===== src/rtl/wb_csr_pkg.sv =====
// Shared definitions for the Wishbone-to-CSR bridge: cycle-type codes,
// the bridge state encoding and a byte-select helper.
package wb_csr_pkg;

  localparam logic [2:0] CTI_CLASSIC = 3'b000;
  localparam logic [2:0] CTI_INCR    = 3'b010;
  localparam logic [2:0] CTI_END     = 3'b111;

  typedef enum logic [1:0] {
    IDLE,
    WRITE,
    READ,
    ACK
  } state_t;

  // Only full-word writes reach the CSR bus; partial writes are acked and dropped.
  function automatic logic full_word(input logic [3:0] sel);
    return sel == 4'hF;
  endfunction

endpackage


===== src/rtl/wb_csr_bridge.sv =====
// Wishbone slave to CSR bus bridge with fixed-latency read return.
// Define WB_CSR_BRIDGE_BURST_EN to support incrementing bursts (cti=010).
module wb_csr_bridge
  import wb_csr_pkg::*;
#(
  parameter int CSR_AW = 14,
  parameter int RD_LAT = 1
) (
  input  logic              sys_clk,
  input  logic              sys_rst,
  input  logic [31:0]       wb_adr_i,
  input  logic [31:0]       wb_dat_i,
  output logic [31:0]       wb_dat_o,
  input  logic [2:0]        wb_cti_i,
  input  logic [3:0]        wb_sel_i,
  input  logic              wb_we_i,
  input  logic              wb_cyc_i,
  input  logic              wb_stb_i,
  output logic              wb_ack_o,
  output logic [CSR_AW-1:0] csr_a,
  output logic              csr_we,
  output logic [31:0]       csr_do,
  input  logic [31:0]       csr_di
);

  localparam int LW = $clog2(RD_LAT + 1);
  localparam logic [LW-1:0] LAT_LOAD = LW'(RD_LAT - 1);

  state_t        r_state;
  logic [LW-1:0] r_lat_cnt;
  logic          w_req;
  logic          w_unused_bits;

  assign w_req = wb_cyc_i & wb_stb_i & ~wb_ack_o;

`ifdef WB_CSR_BRIDGE_BURST_EN
  // Set while the beat currently being served promised a following beat.
  logic r_incr;
  logic w_next_beat;

  assign w_next_beat   = r_incr & wb_cyc_i & wb_stb_i;
  assign w_unused_bits = ^{wb_adr_i[31:CSR_AW+2], wb_adr_i[1:0]};
`else
  assign w_unused_bits = ^{wb_adr_i[31:CSR_AW+2], wb_adr_i[1:0], wb_cti_i};
`endif

  always_ff @(posedge sys_clk) begin
    if (sys_rst) begin
      r_state   <= IDLE;
      r_lat_cnt <= '0;
      wb_ack_o  <= 1'b0;
      wb_dat_o  <= '0;
      csr_a     <= '0;
      csr_we    <= 1'b0;
      csr_do    <= '0;
`ifdef WB_CSR_BRIDGE_BURST_EN
      r_incr    <= 1'b0;
`endif
    end else begin
      case (r_state)
        IDLE: begin
          wb_ack_o <= 1'b0;
          csr_we   <= 1'b0;
          if (w_req) begin
            csr_a  <= wb_adr_i[CSR_AW+1:2];
            csr_do <= wb_dat_i;
`ifdef WB_CSR_BRIDGE_BURST_EN
            r_incr <= (wb_cti_i == CTI_INCR);
`endif
            if (wb_we_i) begin
              // Write strobe and ack are raised together on the sampling edge.
              csr_we   <= full_word(wb_sel_i);
              wb_ack_o <= 1'b1;
              r_state  <= WRITE;
            end else begin
              r_lat_cnt <= LAT_LOAD;
              r_state   <= READ;
            end
          end
        end

        WRITE: begin
`ifdef WB_CSR_BRIDGE_BURST_EN
          if (w_next_beat) begin
            csr_a    <= csr_a + CSR_AW'(1);
            csr_do   <= wb_dat_i;
            csr_we   <= full_word(wb_sel_i);
            wb_ack_o <= 1'b1;
            r_incr   <= (wb_cti_i == CTI_INCR);
          end else
`endif
          begin
            csr_we   <= 1'b0;
            wb_ack_o <= 1'b0;
            r_state  <= IDLE;
          end
        end

        READ: begin
          csr_we <= 1'b0;
          // The count runs to completion even if the master abandons the cycle.
          if (r_lat_cnt == '0) begin
            wb_dat_o <= csr_di;
            wb_ack_o <= 1'b1;
            r_state  <= ACK;
          end else begin
            r_lat_cnt <= r_lat_cnt - LW'(1);
          end
        end

        ACK: begin
          wb_ack_o <= 1'b0;
`ifdef WB_CSR_BRIDGE_BURST_EN
          if (w_next_beat) begin
            csr_a     <= csr_a + CSR_AW'(1);
            r_lat_cnt <= LAT_LOAD;
            r_incr    <= (wb_cti_i == CTI_INCR);
            r_state   <= READ;
          end else
`endif
          begin
            r_state <= IDLE;
          end
        end

        default: begin
          wb_ack_o <= 1'b0;
          csr_we   <= 1'b0;
          r_state  <= IDLE;
        end
      endcase
    end
  end

endmodule


===== config.mk =====
export PLATFORM = sky130hd
export DESIGN_NAME = wb_csr_bridge
export DESIGN_NICKNAME = d
export VERILOG_FILES = /design/src/rtl/wb_csr_pkg.sv /design/src/rtl/wb_csr_bridge.sv
export SDC_FILE = /design/constraint.sdc
export NUM_CORES = 1
export LEC_CHECK = 0
export BUFFER_PORTS_ARGS = -buffer_cell sky130_fd_sc_hd__buf_4
export CAP_MARGIN = 20
export CORE_ASPECT_RATIO = 0.75
export CORE_MARGIN = 5
export CORE_UTILIZATION = 45
export DETAILED_ROUTE_END_ITERATION = 8
export PLACE_DENSITY = 0.84
export SYNTH_ARGS = -nofsm -noshare
export SYNTH_HDL_FRONTEND = slang
export SYNTH_SLANG_ARGS = --single-unit

===== constraint.sdc =====
create_clock -name sys_clk -period 2.9 [get_ports sys_clk]
set_input_delay 0.29 -clock sys_clk [delete_from_list [all_inputs] [get_ports sys_clk]]
set_output_delay 0.29 -clock sys_clk [all_outputs]
set_load 0.1 [all_outputs]

==> results.cfg <==
[floorplanning]
num_rows = 25
core_sq_mm = 0.00635
pin_count = 188
initial_utilization_pct = 46.4
die_area_sq_mm = 0.00829
dieHeight_microns = 80.1
die-width_microns = 103

[sta]
setup_violations = 0
final.setup.tns_ns = 0
rsz0062_at_grt = false
min_period_over_period_pct = 61.7
timing.final.hold_violations = 0
skew_ns = 0.00925
worstMarginPinSlew_ns = 0.799
min_period_ns = 1.79
slew_violations = 0
fin_ws_ns = 1.11
slew_headroom_pct = 46.8
fmax_ghz = 0.559

[global_route]
antenna_found_initial = 0
grt_max_degree = 83
grt_pass1_wl_microns = 11900
grt_pass1_vias = 2709
gr-total-overflow = 0
grt_usage_pct = 18.4

[logic_synthesis]
yosys.area.top_type_share_pct = 55.7
seq_area_frac_synth_pct = 55.7
ys_ff_latch = 82
synth.distinct_cells = 20
synth_top_cell_by_area = dfxtp_1
synth_cells = 330
synth_area_sq_mm = 0.00295
post_synth.cell_area_avg_sq_um = 8.94
ys_top_cells_by_area = dfxtp_1 (56%), nand2_1 (12%), mux2i_1 (11%)
syn_nets = 442
synth_warnings = 0

[place]
gp_congestion = 0.739
portBuffers = 166
place_ws_ns = 1.08
hpwlAfterDp_microns = 5760

[routing]
dr.pass1.iters = 4
drc = 0
drtAntennaViolNets = 0
via_per_inst = 4.82
first_iter_violations = 58
wl_per_cell_microns = 13.6
vias = 2764
drt_wl_total_microns = 7790

[clock_tree]
cts.htree.levels = 3
cts_resized = 0
clkTransAtPathRegs_ns = 0.08
postCtsHoldBufs = 0
clk_path_buf_depth = 2
cts_tree = yes
cts.sinks = 82
clockRootBuffer = clkbuf_8
clk_latency_ns = 0.34
cts_inserted_buffers = 9
postCtsSetupRepairBufs = 0

[layout]
regArea_sq_mm = 0.00164
diodes = 0
area_growth_pct = 51.0
multi_input_area_sq_mm = 0.00120
final_nets = 600
fill_cells = 521
drive_gt1_share_pct = 37.7

[run_status]
status = finished clean

[worst_setup_path]
cp-start-kind = flop
r2r_slack_ns = 1.11
crit_required_ns = 3.09
path_cells = inv_1 -> ha_2 -> buf_4 -> mux2i_1 -> nor2_1
r2r_end = wb_dat_o[19]
r2r-start = r_state[0]
path_delay_family = adder cells
r2r_cells = 5
critPathBufInv = 2
crit_type = flop to flop
crit_slowest_cell = ha_2
crit_path_end_kind = flop
cp_max_fo = 18
critPathArrivalTime_ns = 1.98
slowest_delay_ns = 0.54

[worst_hold_path]
min-delay-start = csr_di[8]
worst_hold_path.endpoint = wb_dat_o[8]
min_path_type = input port to flop
whs_path_depth = 3

[power_and_ir_drop]
max-vdd-ir-drop_uv = 686
powerDensity_mw_per_mm2 = 1080
leakage_nw = 1.98

[flow_run]
cap_violations = 0
==> worst min-delay path, cell delays in order <==
cell     delay [ns]
buf_4          0.08
mux2i_1        0.05
nor2_1         0.07
==> cell usage in the layout (no fill, tap or decap), drive strengths merged <==
| cell type | Yosys | final |
|---|---|---|
| buf | 11 | 169 |
| nand2 | 95 | 95 |
| dfxtp | 82 | 82 |
| a21oi | 48 | 48 |
| nor2 | 34 | 34 |
| mux2i | 32 | 32 |
| clkbuf | 11 | 11 |
| ha | 4 | 4 |
| bufinv | 0 | 3 |
| inv | 2 | 2 |
| nand4b | 2 | 2 |
| and4b | 1 | 1 |
| nand3b | 1 | 1 |
| nor2b | 1 | 1 |
| a221oi | 1 | 1 |
| a311oi | 1 | 1 |
| o21ba | 1 | 1 |
| or4 | 1 | 1 |
| nand3 | 1 | 1 |
| a221o | 1 | 1 |
| clkinv | 0 | 1 |
| clkinvlp | 0 | 1 |
==> Yosys cell counts (all sizes together) <==
library cell and number:
a21oi 48, a221o 1, a221oi 1, a311oi 1
and4b 1, buf 11, clkbuf 11, dfxtp 82
ha 4, inv 2, mux2i 32, nand2 95
nand3 1, nand3b 1, nand4b 2, nor2 34
nor2b 1, o21ba 1, or4 1
==> kinds of logic (layout without fill, tap and decap cells) <==
group	after synthesis	in the layout	share of synthesized area [%]
multiplexers	32	32	10.9
adder cells (fa/ha/maj)	4	4	1.70
AO/OA/AOI/OAI	52	52	9.42
buffers and inverters	24	187	3.69
AND/OR/NAND/NOR	136	136	18.7
flip-flops	82	82	55.7
==> sequential cells by signal, indices dropped and copies added, names as in the netlist <==
| register | flops |
|---|---|
| csr_we | 1 |
| r_state | 2 |
| wb_ack_o | 1 |
| csr_a | 14 |
| wb_dat_o | 32 |
| csr_do | 32 |
==> routing by layer <==
| layer | vias up | global-route usage (%) | wire length [microns] |
|---|---|---|---|
| li1 | 1394 | - | - |
| met1 | 1240 | 18.9 | 2960 |
| met2 | 117 | 32.1 | 3760 |
| met3 | 13 | 8.77 | 954 |
| met4 | 0 | 6.73 | 122 |
| met5 | - | 0 | 0 |
==> where the power goes <==
group	switching [mW]	internal (mW)
sequential	0.106	1.33
clock	0.381	0.571
combinational	1.83	0.593
total	2.32	2.49
==> worst max path at each step <==
stage               startpoint           end  slack, ns  depth (start not counted)
floorplan             wb_ack_o    csr_do[10]       1.01                          4
global placement    r_state[0]  wb_dat_o[15]       1.14                          5
detailed placement  r_state[0]  wb_dat_o[19]       1.08                          5
CTS                 r_state[0]  wb_dat_o[19]       1.07                          5
global route        r_state[0]  wb_dat_o[19]       0.98                          5
finish              r_state[0]  wb_dat_o[19]       1.11                          5
==> stage by stage <==
stage | hold WS (ns) | util [%] | instance area [sq um] | total power, mW | cells
floorplan | 0.426 | - | 2950 | 3.38 | 330
global placement | 0.440 | 66.5 | 4220 | 3.85 | 558
detailed placement | 0.448 | 66.5 | 4220 | 3.90 | 558
CTS | 0.164 | 70.1 | 4450 | 4.86 | 574
global route | 0.167 | 70.1 | 4450 | 5.04 | 574
finish | 0.184 | 70.1 | 4450 | 4.81 | 574
==> final cells by class <==
cell class | instances | share of cell area, %
repair buffers | 169 | 28.5
clock inverters | 5 | 2.30
multi-input cells | 224 | 27.0
well taps | 81 | 2.28
flip-flops and latches | 82 | 36.9
clock buffers | 11 | 2.95
inverters | 2 | 0.169
Power figures use the tool's default switching activity.
